### src/rtl/seg7_scan.sv
// -----------------------------------------------------------------------------
// seg7_scan
//
// Time-multiplexed driver for a multi-digit common-bus 7-segment display.
// A value of NDIGITS nibbles is captured into a shadow register on `load` and
// copied to the active register only at a frame boundary. A displayed frame
// therefore never mixes old and new digits. One digit is scanned per refresh
// slot. Each nibble is decoded as a hex glyph or as a grade letter (A/F/P).
// Per-digit blanking, blinking and leading-zero suppression darken a digit's
// segments. The digit enable still asserts, which keeps brightness constant.
//
// Parameters
//   NDIGITS      digits scanned (1..8)
//   REFRESH_DIV  clk_2 cycles per digit slot (>=2)
//   BLINK_FRAMES full scan frames per blink half-period (>=1)
//
// Ports
//   clk_2   in   single clock, rising edge
//   reset   in   asynchronous, active-low reset
//   value   in   [4*NDIGITS] nibble k = digit k (digit 0 rightmost)
//   load    in   strobe: capture value/dp into the shadow register
//   dp      in   [NDIGITS] decimal-point request per digit
//   mode    in   0 = hex glyphs, 1 = grade letters
//   blank   in   [NDIGITS] 1 = digit forced dark
//   blink   in   [NDIGITS] 1 = digit dark during blink phase 1
//   lzs     in   leading-zero suppression enable (hex mode only)
//   SEG     out  [8] SEG[6:0] = segments g..a, SEG[7] = dp, active-high
//   DIG     out  [NDIGITS] one-hot digit enable, active-high
//   frame   out  one-cycle pulse aligned with the first slot of each frame
// -----------------------------------------------------------------------------
module seg7_scan #(
   parameter int NDIGITS      = 4,
   parameter int REFRESH_DIV  = 50000,
   parameter int BLINK_FRAMES = 64
) (
   input  logic                   clk_2,
   input  logic                   reset,
   input  logic [4*NDIGITS-1:0]   value,
   input  logic                   load,
   input  logic [NDIGITS-1:0]     dp,
   input  logic                   mode,
   input  logic [NDIGITS-1:0]     blank,
   input  logic [NDIGITS-1:0]     blink,
   input  logic                   lzs,
   output logic [7:0]             SEG,
   output logic [NDIGITS-1:0]     DIG,
   output logic                   frame
);

   localparam int PRE_W = (REFRESH_DIV > 1) ? $clog2(REFRESH_DIV) : 1;
   localparam int IDX_W = (NDIGITS > 1) ? $clog2(NDIGITS) : 1;
   localparam int FC_W  = (BLINK_FRAMES > 1) ? $clog2(BLINK_FRAMES) : 1;

   localparam logic [PRE_W-1:0] PRE_LAST = PRE_W'(REFRESH_DIV - 1);
   localparam logic [IDX_W-1:0] IDX_LAST = IDX_W'(NDIGITS - 1);
   localparam logic [FC_W-1:0]  FC_LAST  = FC_W'(BLINK_FRAMES - 1);

   // Hex glyph, segments {g..a}.
   function automatic logic [6:0] hex_glyph(input logic [3:0] nib);
      logic [6:0] g;
      case (nib)
         4'h0: g = 7'h3F;
         4'h1: g = 7'h06;
         4'h2: g = 7'h5B;
         4'h3: g = 7'h4F;
         4'h4: g = 7'h66;
         4'h5: g = 7'h6D;
         4'h6: g = 7'h7D;
         4'h7: g = 7'h07;
         4'h8: g = 7'h7F;
         4'h9: g = 7'h6F;
         4'hA: g = 7'h77;
         4'hB: g = 7'h7C;
         4'hC: g = 7'h39;
         4'hD: g = 7'h5E;
         4'hE: g = 7'h79;
         default: g = 7'h71;
      endcase
      return g;
   endfunction

   // Grade letter: out-of-range nibbles are dark, 7..9 = A, 4..6 = F, 0..3 = P.
   function automatic logic [6:0] grade_glyph(input logic [3:0] nib);
      logic [6:0] g;
      if (nib > 4'd9)
         g = 7'h00;
      else if (nib >= 4'd7)
         g = 7'h77;
      else if (nib >= 4'd4)
         g = 7'h71;
      else
         g = 7'h73;
      return g;
   endfunction

   // State registers
   logic [PRE_W-1:0]     pre_q, pre_d;
   logic [IDX_W-1:0]     idx_q, idx_d;
   logic [FC_W-1:0]      fcnt_q, fcnt_d;
   logic                 phase_q, phase_d;
   logic                 pend_q, pend_d;
   logic [4*NDIGITS-1:0] shadow_q, shadow_d;
   logic [NDIGITS-1:0]   shadow_dp_q, shadow_dp_d;
   logic [4*NDIGITS-1:0] active_q, active_d;
   logic [NDIGITS-1:0]   active_dp_q, active_dp_d;
   logic                 bnd_q, bnd_d;

   // Output registers
   logic [7:0]           seg_q, seg_d;
   logic [NDIGITS-1:0]   dig_q, dig_d;
   logic                 frame_q, frame_d;

   logic                 tick;
   logic                 boundary;

   // Scan timing, tear-free buffering and blink phase
   always_comb begin
      tick        = (pre_q == PRE_LAST);
      boundary    = tick && (idx_q == IDX_LAST);

      pre_d       = tick ? '0 : pre_q + 1'b1;
      idx_d       = idx_q;
      fcnt_d      = fcnt_q;
      phase_d     = phase_q;
      pend_d      = pend_q;
      shadow_d    = shadow_q;
      shadow_dp_d = shadow_dp_q;
      active_d    = active_q;
      active_dp_d = active_dp_q;
      bnd_d       = boundary;

      if (tick)
         idx_d = (idx_q == IDX_LAST) ? '0 : idx_q + 1'b1;

      if (load) begin
         shadow_d    = value;
         shadow_dp_d = dp;
      end

      // A load on the boundary edge bypasses the shadow, so nothing is left
      // pending for the following frame.
      if (boundary) begin
         if (load) begin
            active_d    = value;
            active_dp_d = dp;
         end else if (pend_q) begin
            active_d    = shadow_q;
            active_dp_d = shadow_dp_q;
         end
         pend_d = 1'b0;
         if (fcnt_q == FC_LAST) begin
            fcnt_d  = '0;
            phase_d = ~phase_q;
         end else begin
            fcnt_d = fcnt_q + 1'b1;
         end
      end else if (load) begin
         pend_d = 1'b1;
      end
   end

   // Digit decode for the slot currently indexed
   always_comb begin
      logic [NDIGITS-1:0] upper_zero;
      logic               zacc;
      logic [3:0]         nib_sel;
      logic               dp_sel;
      logic               blank_sel;
      logic               blink_sel;
      logic               lzs_sel;
      logic               dark;
      logic [6:0]         glyph;

      // upper_zero[k]: nibbles k..NDIGITS-1 of the active value are all zero
      zacc       = 1'b1;
      upper_zero = '0;
      for (int k = NDIGITS - 1; k >= 0; k--) begin
         zacc          = zacc & (active_q[4*k +: 4] == 4'h0);
         upper_zero[k] = zacc;
      end

      nib_sel   = active_q[3:0];
      dp_sel    = active_dp_q[0];
      blank_sel = blank[0];
      blink_sel = blink[0];
      lzs_sel   = 1'b0;
      dig_d     = '0;
      for (int k = 0; k < NDIGITS; k++) begin
         if (idx_q == IDX_W'(k)) begin
            nib_sel   = active_q[4*k +: 4];
            dp_sel    = active_dp_q[k];
            blank_sel = blank[k];
            blink_sel = blink[k];
            lzs_sel   = (k > 0) && upper_zero[k];
            dig_d[k]  = 1'b1;
         end
      end

      glyph   = mode ? grade_glyph(nib_sel) : hex_glyph(nib_sel);
      dark    = blank_sel || (blink_sel && phase_q) || (!mode && lzs && lzs_sel);
      seg_d   = dark ? 8'h00 : {dp_sel, glyph};
      // The boundary edge moves idx to 0; the registered outputs show digit 0
      // one edge later, so the frame pulse is delayed by the same amount.
      frame_d = bnd_q;
   end

   always_ff @(posedge clk_2 or negedge reset) begin
      if (!reset) begin
         pre_q       <= '0;
         idx_q       <= '0;
         fcnt_q      <= '0;
         phase_q     <= 1'b0;
         pend_q      <= 1'b0;
         shadow_q    <= '0;
         shadow_dp_q <= '0;
         active_q    <= '0;
         active_dp_q <= '0;
         bnd_q       <= 1'b0;
         seg_q       <= 8'h00;
         dig_q       <= '0;
         frame_q     <= 1'b0;
      end else begin
         pre_q       <= pre_d;
         idx_q       <= idx_d;
         fcnt_q      <= fcnt_d;
         phase_q     <= phase_d;
         pend_q      <= pend_d;
         shadow_q    <= shadow_d;
         shadow_dp_q <= shadow_dp_d;
         active_q    <= active_d;
         active_dp_q <= active_dp_d;
         bnd_q       <= bnd_d;
         seg_q       <= seg_d;
         dig_q       <= dig_d;
         frame_q     <= frame_d;
      end
   end

   assign SEG   = seg_q;
   assign DIG   = dig_q;
   assign frame = frame_q;

endmodule

### config.mk
export PLATFORM = sky130hd
export DESIGN_NAME = seg7_scan
export DESIGN_NICKNAME = d
export VERILOG_FILES = /design/src/rtl/seg7_scan.sv
export SDC_FILE = /design/constraint.sdc
export NUM_CORES = 1
export LEC_CHECK = 0
export BUFFER_PORTS_ARGS = -buffer_cell sky130_fd_sc_hd__buf_2
export CELL_PAD_IN_SITES_DETAIL_PLACEMENT = 2
export CELL_PAD_IN_SITES_GLOBAL_PLACEMENT = 2
export CORE_MARGIN = 1
export CORE_UTILIZATION = 35
export CTS_CLUSTER_SIZE = 24
export DETAILED_ROUTE_END_ITERATION = 10
export MAX_ROUTING_LAYER = met4
export PLACE_DENSITY_LB_ADDON = 0.1
export SYNTH_ARGS = -nofsm -noshare
export SYNTH_HDL_FRONTEND = slang
export SYNTH_SLANG_ARGS = --single-unit
### constraint.sdc
create_clock -name clk_2 -period 2.75 [get_ports clk_2]
set_input_delay 0.55 -clock clk_2 [delete_from_list [all_inputs] [get_ports clk_2]]
set_output_delay 0.55 -clock clk_2 [all_outputs]
set_load 0.005 [all_outputs]
==> results of run 1 <==
[metrics by stage]
step,instance area [um^2],hold WS (ns),util (%),std cells,setup slack (ns)
global placement,4144,0.3329,40.14,479,0.2900
CTS,4340,0.2206,42.04,495,0.1716
floorplan,3731,0.2544,-,303,0.4926
finish,4343,0.1845,42.07,495,0.2339
detailed placement,4144,0.3358,40.14,479,0.1846
global route,4343,0.2405,42.07,495,0.01452
[worst max-delay path, stage by stage (launching register included)]
cell and delay, ns:
sky130_fd_sc_hd__dfrtp_1 0.41, sky130_fd_sc_hd__inv_1 0.11, sky130_fd_sc_hd__ha_1 0.35, sky130_fd_sc_hd__mux2i_1 0.18, sky130_fd_sc_hd__a211oi_2 0.42, sky130_fd_sc_hd__inv_1 0.23, sky130_fd_sc_hd__ha_1 0.24, sky130_fd_sc_hd__o311ai_0 0.34
sky130_fd_sc_hd__a211oi_1 0.12
[area by class of cell]
cell class                      count  area (um^2)
Timing Repair Buffer               52        305.3
Clock buffer                       10        127.6
Multi-Input combinational cell    201         1632
Tap cell                          136        170.2
Inverter                           10        37.54
Sequential cell                    80         2002
Fill cell                        1085         5981
Clock inverter                      6        68.82
[Yosys cell counts (all sizes together) (2+ instances only)]
library cell	number	share of area [%]
mux2	41	14
nand4	9	1.5
a31oi	3	0.50
o211ai	3	0.60
and2	3	0.54
buf	6	1.1
inv	10	1.0
and4	2	0.47
and3	4	0.67
clkbuf	6	0.60
dfrtp	80	54
a21o	2	0.40
nand2	9	0.91
nor2	20	2.0
xnor2	10	2.3
o21ai	14	2.0
a21oi	10	1.3
xor2	9	2.1
nor3	4	0.54
a211oi	6	1.3
nor2b	4	0.67
nand3	11	1.5
nor4	6	1.4
a211o	3	0.70
mux2i	7	1.9
ha	9	3.0
nor3b	4	0.80
[power by group through the flow]
stage                     sequential (W)  clock, W  combinational, W
after floorplan                  0.00124         0         0.0000519
after global placement           0.00124         0          0.000123
after detailed placement         0.00124         0          0.000125
after CTS                        0.00122  0.000920          0.000126
after global routing             0.00122  0.000956          0.000137
final                            0.00122  0.000881          0.000121
[how the worst max path moves through the flow]
stage	to	cells past startpoint
6_report	SEG[3]$_DFF_PN0_	8
5_1_grt	SEG[3]$_DFF_PN0_	8
4_1_cts	SEG[3]$_DFF_PN0_	8
3_5_place_dp	SEG[3]$_DFF_PN0_	8
3_3_place_gp	SEG[3]$_DFF_PN0_	8
2_1_floorplan	SEG[2]$_DFF_PN0_	11
[per-layer routing]
| layer | up-vias | wire (um) |
|---|---|---|
| met5 | - | 0 |
| met3 | 12 | 296 |
| met4 | 0 | 148 |
| li1 | 1187 | - |
| met2 | 44 | 3849 |
| met1 | 1261 | 4227 |
[flip-flops by register name (all words and copies together), names as in the netlist]
name / count
pre_q: 16
fcnt_q: 6
frame: 1
phase_q: 1
SEG: 8
pend_q: 1
active_dp_q: 4
shadow_q: 16
idx_q: 2
DIG: 4
active_q: 16
shadow_dp_q: 4
bnd_q: 1
[cell families after synthesis]
family                     synth area share (%)
AOI/OAI and AO/OA                         7.613
xor gates and xnor gates                  4.460
adders and majority gates                 3.018
buffers and inverters                     2.683
DFF                                       53.66
muxes                                     16.26
and+or+nand+nor                           12.31
[repair_timing]
item | CTS | global route
gates resized for setup | 0 | 1
setup endpoints to repair | 0 | 5
hold buffers | 0 | 0
==> metrics.md, run 1 <==
| Metric | Value |
|---|---|
| Antenna violations before repair | 0 |
| Area of the die | approximately 11000 um^2 |
| Combined area of all synthesized cells | 3731 um^2 |
| Combinational group share of total power | around 5.4% |
| Capturing element type of the critical path | flop |
| Clk_lat worst skew | approximately 0.36 ns |
| Proportion of register bits with asynchronous set or reset after synthesis | between 90% and 100% |
| Number of distinct library cells after synthesis | between 40 and 50 |
| Worst ir drop on vdd | approximately 0.27 mV |
| Terminus of the critical flop-to-flop path | SEG[3]$_DFF_PN0_ |
| Synth Net Count | between 300 and 400 |
| Power Total | 0.002220 W |
| TritonCTS clock tree | done |
| Yosys warns | 0 |
| Pwr dens | 511.2 nW/um^2 |
| Number of antenna diodes | 0 |
| Actual slew at the worst max-slew pin | approximately 0.57 ns |
| Sequential fraction of design power | between 50% and 60% |
| Leading cell types in the layout, fill and taps excluded | 80 x sky130_fd_sc_hd__dfrtp_1, 44 x sky130_fd_sc_hd__buf_2, 21 x sky130_fd_sc_hd__mux2_2 |
| Number of flops mapped to enable cells by yosys | 0 |
| DR vias/cell | around 5 |
| Root buffer cell | sky130_fd_sc_hd__clkbuf_8 |
| Worst reg2reg setup slack | between 0.2 and 0.25 ns |
| Most frequent standard cell in the layout excluding fill and tap cells | sky130_fd_sc_hd__dfrtp_1 |
| Final setup vio count | 0 |
| Relative max-transition margin | approximately 62% |
| Hold Vio Cnt, Final | 0 |
| Maximum fanout along the worst path | 7 |
| Yosys reg bits | 80 |
| Port buffer count | 45 |
| Required time at the endpoint of the critical path | 2.98 ns |
| Clock transition at the registers of the reported paths | ~0.090 ns |
| Busiest grt layer | met2 |
| Cells after synthesis | about 300 |
| Sum of negative setup slack | 0 ns |
| Final WL | roughly 8.5 mm |
| Met1 routing resource usage after global routing | a little under a quarter |
| Final period utilization | 91.50% |
| Data arrival time at the worst-slack endpoint | approximately 2.8 ns |
| Worst Reg2Reg Path Length in Cells | 8 |
| Syn-to-layout area delta | 16.40% |
| Global-route wire length before repair | 14.63 mm |
| Worst Setup Path Type | flop to flop |
| Row count | 37 |
| Initial Utilization | a little over a third |
| Mean cell area of the mapped netlist | 12.31 um^2 |
| Global routing usage summed across all routing layers | between 15 and 20% |
| Startpoint of the worst setup timing path | idx_q[1]$_DFFE_PN0N_ |
| Die span in y | between 100 and 150 um |
| P_sw | ~0.00053 W |
| Fraction of power consumed by the clock network | 39.7% |
| Number of buffers added by the clock tree synthesis step | 9 |
| Type of the worst min-delay path | primary input to async pin |
| DRC violation count after routing | 0 |
| Floorplan die width | 105.3 um |
| Internal power summed over all cells | 0.001689 W |
| Detail-routed net length per standard cell | ~17 um |
| Worst r2r src | idx_q[1]$_DFFE_PN0N_ |
| Net count, final | 396 |
| Total via count after detailed routing | ~2500 |
| Maximum number of pins on one net before global-route repair | 81 |
| GR Util met3 | about 3.5% |
| Length of the first detailed-routing pass in iterations | 4 |
| Type of element launching the critical path | flop |
| Final period demand of the worst path | around 2.5 ns |
| Sequential share of the synthesized area | 53.66% |
| Highest attainable clock frequency | about 0.4 GHz |
| Number of maximum-capacitance constraint violations | 0 |
| Number of H-tree levels | 3 |
| Largest clock skew in the final design | approximately 0.012 ns |
| Boundary pin count | 46 |
| Core Region | about 10000 um^2 |
| Leakage | between 2 and 2.5 nW |
| Starting DRC count in detailed routing | 95 |
| Run status | completed |
| Detailed Place HPWL | slightly below 6 mm |
| Via count of the first global-routing pass | 2762 |
| Clk sink count | 80 |
| Switching share of total power | 23.90% |
| GPL Wtd Cong | 0.8079 |
| Setup repair after global routing missed its margin | false |
| Top flip-flop cell by instance count after synthesis | sky130_fd_sc_hd__dfrtp_1 |
| Share of final-layout standard cells stronger than drive strength 1 | 32.31% |
| Longest Clk Path Bufs | 2 |
| Overflow left after global routing | 0 |
| Post-CTS setup repair buffer count | 0 |
| Antenna Violating Nets Remaining | 0 |
| Max Slew Vio Count | 0 |
| Met2 Resource Use GR | a little over a quarter |
Note: power is estimated with default switching activity, not from simulation.
==> run 2, diff against run 1 <==
- ABC_AREA: unset -> 1
- CORE_UTILIZATION: 35 -> 34
==> run 2 against run 1 <==
  * Worst hold slack better by 0.039 ns
  * Synthesized area up 3.0%
  * Wire length up 20%
  * Highest routed layer unchanged
  * Clock-buffer cell count unchanged
==> metrics.md, run 2 <==
| Metric | Value |
|---|---|
| Most frequent standard cell in the layout excluding fill and tap cells | sky130_fd_sc_hd__nand2_1 |
| Compound-Gate Fraction of Synth Area | between 5 and 6% |
| Core Region | 10940 um^2 |
| Count leader, synth | sky130_fd_sc_hd__nand2_1 |
| Global-route wire length before repair | about 17 mm |
| Die span in y | roughly 110 um |
| Sequential cell area in the final layout | between 2000 and 2500 um^2 |
| Post-CTS setup repair buffer count | 0 |
| Number of distinct library cells after synthesis | 32 |
| Net count, final | 559 |
| Yosys reg bits | 80 |
| Actual slew at the worst max-slew pin | about 0.63 ns |
| Leading cell types in the layout, fill and taps excluded | 179 x sky130_fd_sc_hd__nand2_1, 80 x sky130_fd_sc_hd__dfrtp_1, 45 x sky130_fd_sc_hd__nand3_1 |
| Post-synthesis mux area share | 0% |
| Boundary pin count | 46 |
| Largest registers | active_q: 16 flops, pre_q: 16 flops, shadow_q: 16 flops |
| Synthesized-area fraction occupied by and/or/nand/nor cells | 30.45% |
| GPL Wtd Cong | between 0.8 and 0.9 |
| Proportion of register bits with asynchronous set or reset after synthesis | between 90% and 100% |
| Hold-fix buffer count after cts | 0 |
| Top flip-flop cell by instance count after synthesis | sky130_fd_sc_hd__dfrtp_1 |
| Leakage | ~2.4 nW |
| Final WL | 10.23 mm |
| Share of final-layout standard cells stronger than drive strength 1 | between 15 and 20% |
| Longest Clk Path Bufs | 2 |
| Number of H-tree levels | 3 |
| DR vias/cell | between 4 and 5 |
| Area of the die | 11730 um^2 |
| Initial Utilization | 35.14% |
| Capturing element type of the critical path | flop |
| Number of buffers added by the clock tree synthesis step | 9 |
| Syn-to-layout area delta | 17.39% |
| Detail-routed net length per standard cell | about 15 um |
| Final period utilization | between 80% and 90% |
| Length of the first detailed-routing pass in iterations | 4 |
| Main combinational cell family by area after synthesis | simple AND/OR/NAND/NOR gates |
| Maximum fanout along the worst path | 11 |
| Combined area of all synthesized cells | between 3000 and 4000 um^2 |
| Placed cell area | about 4200 um^2 |
| Pre-CTS WS | ~0.39 ns |
| Global routing usage summed across all routing layers | roughly 20% |
| Most frequent cells after synthesis | 179 x sky130_fd_sc_hd__nand2_1, 80 x sky130_fd_sc_hd__dfrtp_1, 45 x sky130_fd_sc_hd__nand3_1 |
| Synth Net Count | between 500 and 600 |
| Detailed Place HPWL | roughly 7.7 mm |
| Post-synthesis share of cell area spent on full adders, half adders and majority gates | approximately 2.9% |
| Final setup vio count | 0 |
| Overflow left after global routing | 0 |
| TritonCTS clock tree | done |
| Mean cell area of the mapped netlist | between 8 and 9 um^2 |
| Final WS setup | about 0.36 ns |
| Sequential share of the synthesized area | a little over half |
| Yosys warns | 0 |
| Number of maximum-capacitance constraint violations | 0 |
| Sum of negative setup slack | 0 ns |
| Data arrival time at the worst-slack endpoint | 2.64 ns |
| Setup repair after global routing missed its margin | false |
| Resize count post-CTS | 0 |
| Type of element launching the critical path | flop |
| Area share of xor/xnor cells in the synthesized design | 2.963% |
| Power Total | ~0.0025 W |
| Type of the worst min-delay path | primary input to async pin |
| Cells after synthesis | ~470 |
| Number of filler cells placed in the layout | ~1300 |
| Starting DRC count in detailed routing | 72 |
| Cell types occupying the most area after synthesis | sky130_fd_sc_hd__dfrtp_1 52%, sky130_fd_sc_hd__nand2_1 17%, sky130_fd_sc_hd__nand3_1 5.9% |
| Root buffer cell | sky130_fd_sc_hd__clkbuf_16 |
| Floorplan die width | around 110 um |
| Post-synth top area share | 52.10% |
| Worst ir drop on vdd | roughly 0.23 mV |
| Hold Vio Cnt, Final | 0 |
| Clk sink count | 80 |
| Area taken by multi-input logic gates | 1617 um^2 |
| Max Slew Vio Count | 0 |
| Worst Setup Path Type | flop to flop |
| Run status | completed |
| Number of antenna diodes | 0 |
| Highest attainable clock frequency | 0.4190 GHz |
| Relative max-transition margin | around 58% |
| Via count of the first global-routing pass | approximately 3700 |
| Clock transition at the registers of the reported paths | ~0.06 ns |
| DRC violation count after routing | 0 |
| Number of flops mapped to enable cells by yosys | 0 |
| Final Instance Area | 4511 um^2 |
| Antenna Violating Nets Remaining | 0 |
| Required time at the endpoint of the critical path | between 3 and 4 ns |
| Maximum number of pins on one net before global-route repair | between 40 and 50 |
| Pwr dens | between 500 and 600 nW/um^2 |
| Antenna violations before repair | 0 |
| Total via count after detailed routing | 3224 |
| Most area-hungry cell type in the Yosys netlist | sky130_fd_sc_hd__dfrtp_1 |
| Row count | 38 |
| Final period demand of the worst path | 2.387 ns |
| Port buffer count | 45 |
| Largest clock skew in the final design | 0.008187 ns |
| Clk_lat worst skew | about 0.34 ns |
[run 2: cell types whose count changed in the layout (fill, tap and decap cells not counted), moves of 11 or more]
cell	previous run	this run
sky130_fd_sc_hd__inv_1	9	35
sky130_fd_sc_hd__nand2_1	9	179
sky130_fd_sc_hd__nor2_1	20	31
sky130_fd_sc_hd__mux2_2	21	0
sky130_fd_sc_hd__nand3_1	11	45
sky130_fd_sc_hd__mux2_4	20	0
[run 2: stage by stage]
stage	util, %	hold WS, ns	std cells
2_1_floorplan	-	0.2544	469
3_3_place_gp	38.54	0.3444	646
3_5_place_dp	38.54	0.3388	646
4_1_cts	41.25	0.2492	662
5_1_grt	41.25	0.2695	662
6_report	41.25	0.2231	662
[run 2: logic make-up after synthesis]
family | Yosys count
and+or+nand+nor | 277
DFF | 80
buffers and inverters | 52
AOI/OAI and AO/OA | 38
xor gates and xnor gates | 13
adders and majority gates | 9
[run 2: path summary, 6_finish.rpt]
check / start / endpoint / slack [ns] / cells after the start
min: reset / shadow_q[15]$_DFFE_PN0P_ / 0.22 / 1
max: idx_q[0]$_DFFE_PN0N_ / SEG[5]$_DFF_PN0_ / 0.36 / 13
max reg2reg: idx_q[0]$_DFFE_PN0N_ / SEG[5]$_DFF_PN0_ / 0.36 / 13
max in group asynchronous: reset / idx_q[1]$_DFFE_PN0N_ / 1.91 / 2
min in group clk_2: bnd_q$_DFF_PN0_ / frame$_DFF_PN0_ / 0.36 / 0
min reg2reg: bnd_q$_DFF_PN0_ / frame$_DFF_PN0_ / 0.36 / 0
[run 2: final cells by class]
class	instances	share of cell area, %
Clock buffer	10	5.076
Clock inverter	6	1.498
Inverter	40	3.329
Multi-Input combinational cell	337	35.84
Sequential cell	80	44.38
Tap cell	140	3.883
Timing Repair Buffer	49	5.992
[run 2: power breakdown]
part / switching [W] / total (W) / leakage [nW] / internal [W]
combinational: 0.0000756 / 0.000116 / 1.24 / 0.0000399
sequential: 0.00000814 / 0.00122 / 1.02 / 0.00121
clock: 0.000496 / 0.00120 / 0.139 / 0.000706
total: 0.000579 / 0.00253 / 2.40 / 0.00195
[run 2: critical path, cell delays in order (launching register included)]
cell,delay (ns)
sky130_fd_sc_hd__dfrtp_1,0.40
sky130_fd_sc_hd__inv_1,0.13
sky130_fd_sc_hd__ha_1,0.29
sky130_fd_sc_hd__inv_1,0.21
sky130_fd_sc_hd__nand3_1,0.13
sky130_fd_sc_hd__nand2_1,0.06
sky130_fd_sc_hd__nand2_1,0.19
sky130_fd_sc_hd__inv_1,0.11
sky130_fd_sc_hd__ha_1,0.23
sky130_fd_sc_hd__nand2_1,0.13
sky130_fd_sc_hd__o21ai_0,0.12
sky130_fd_sc_hd__nand2_1,0.07
sky130_fd_sc_hd__o21ai_0,0.07
sky130_fd_sc_hd__a21oi_1,0.16
[run 2: metal layers]
| metal | global-route usage (%) | share of wire, % | up-vias |
|---|---|---|---|
| met5 | - | 0 | - |
| met4 | 7.529 | 1.7 | 0 |
| met3 | 2.833 | 2.0 | 13 |
| met2 | 35.26 | 52 | 33 |
| met1 | 23.26 | 45 | 1600 |
| li1 | - | - | 1578 |
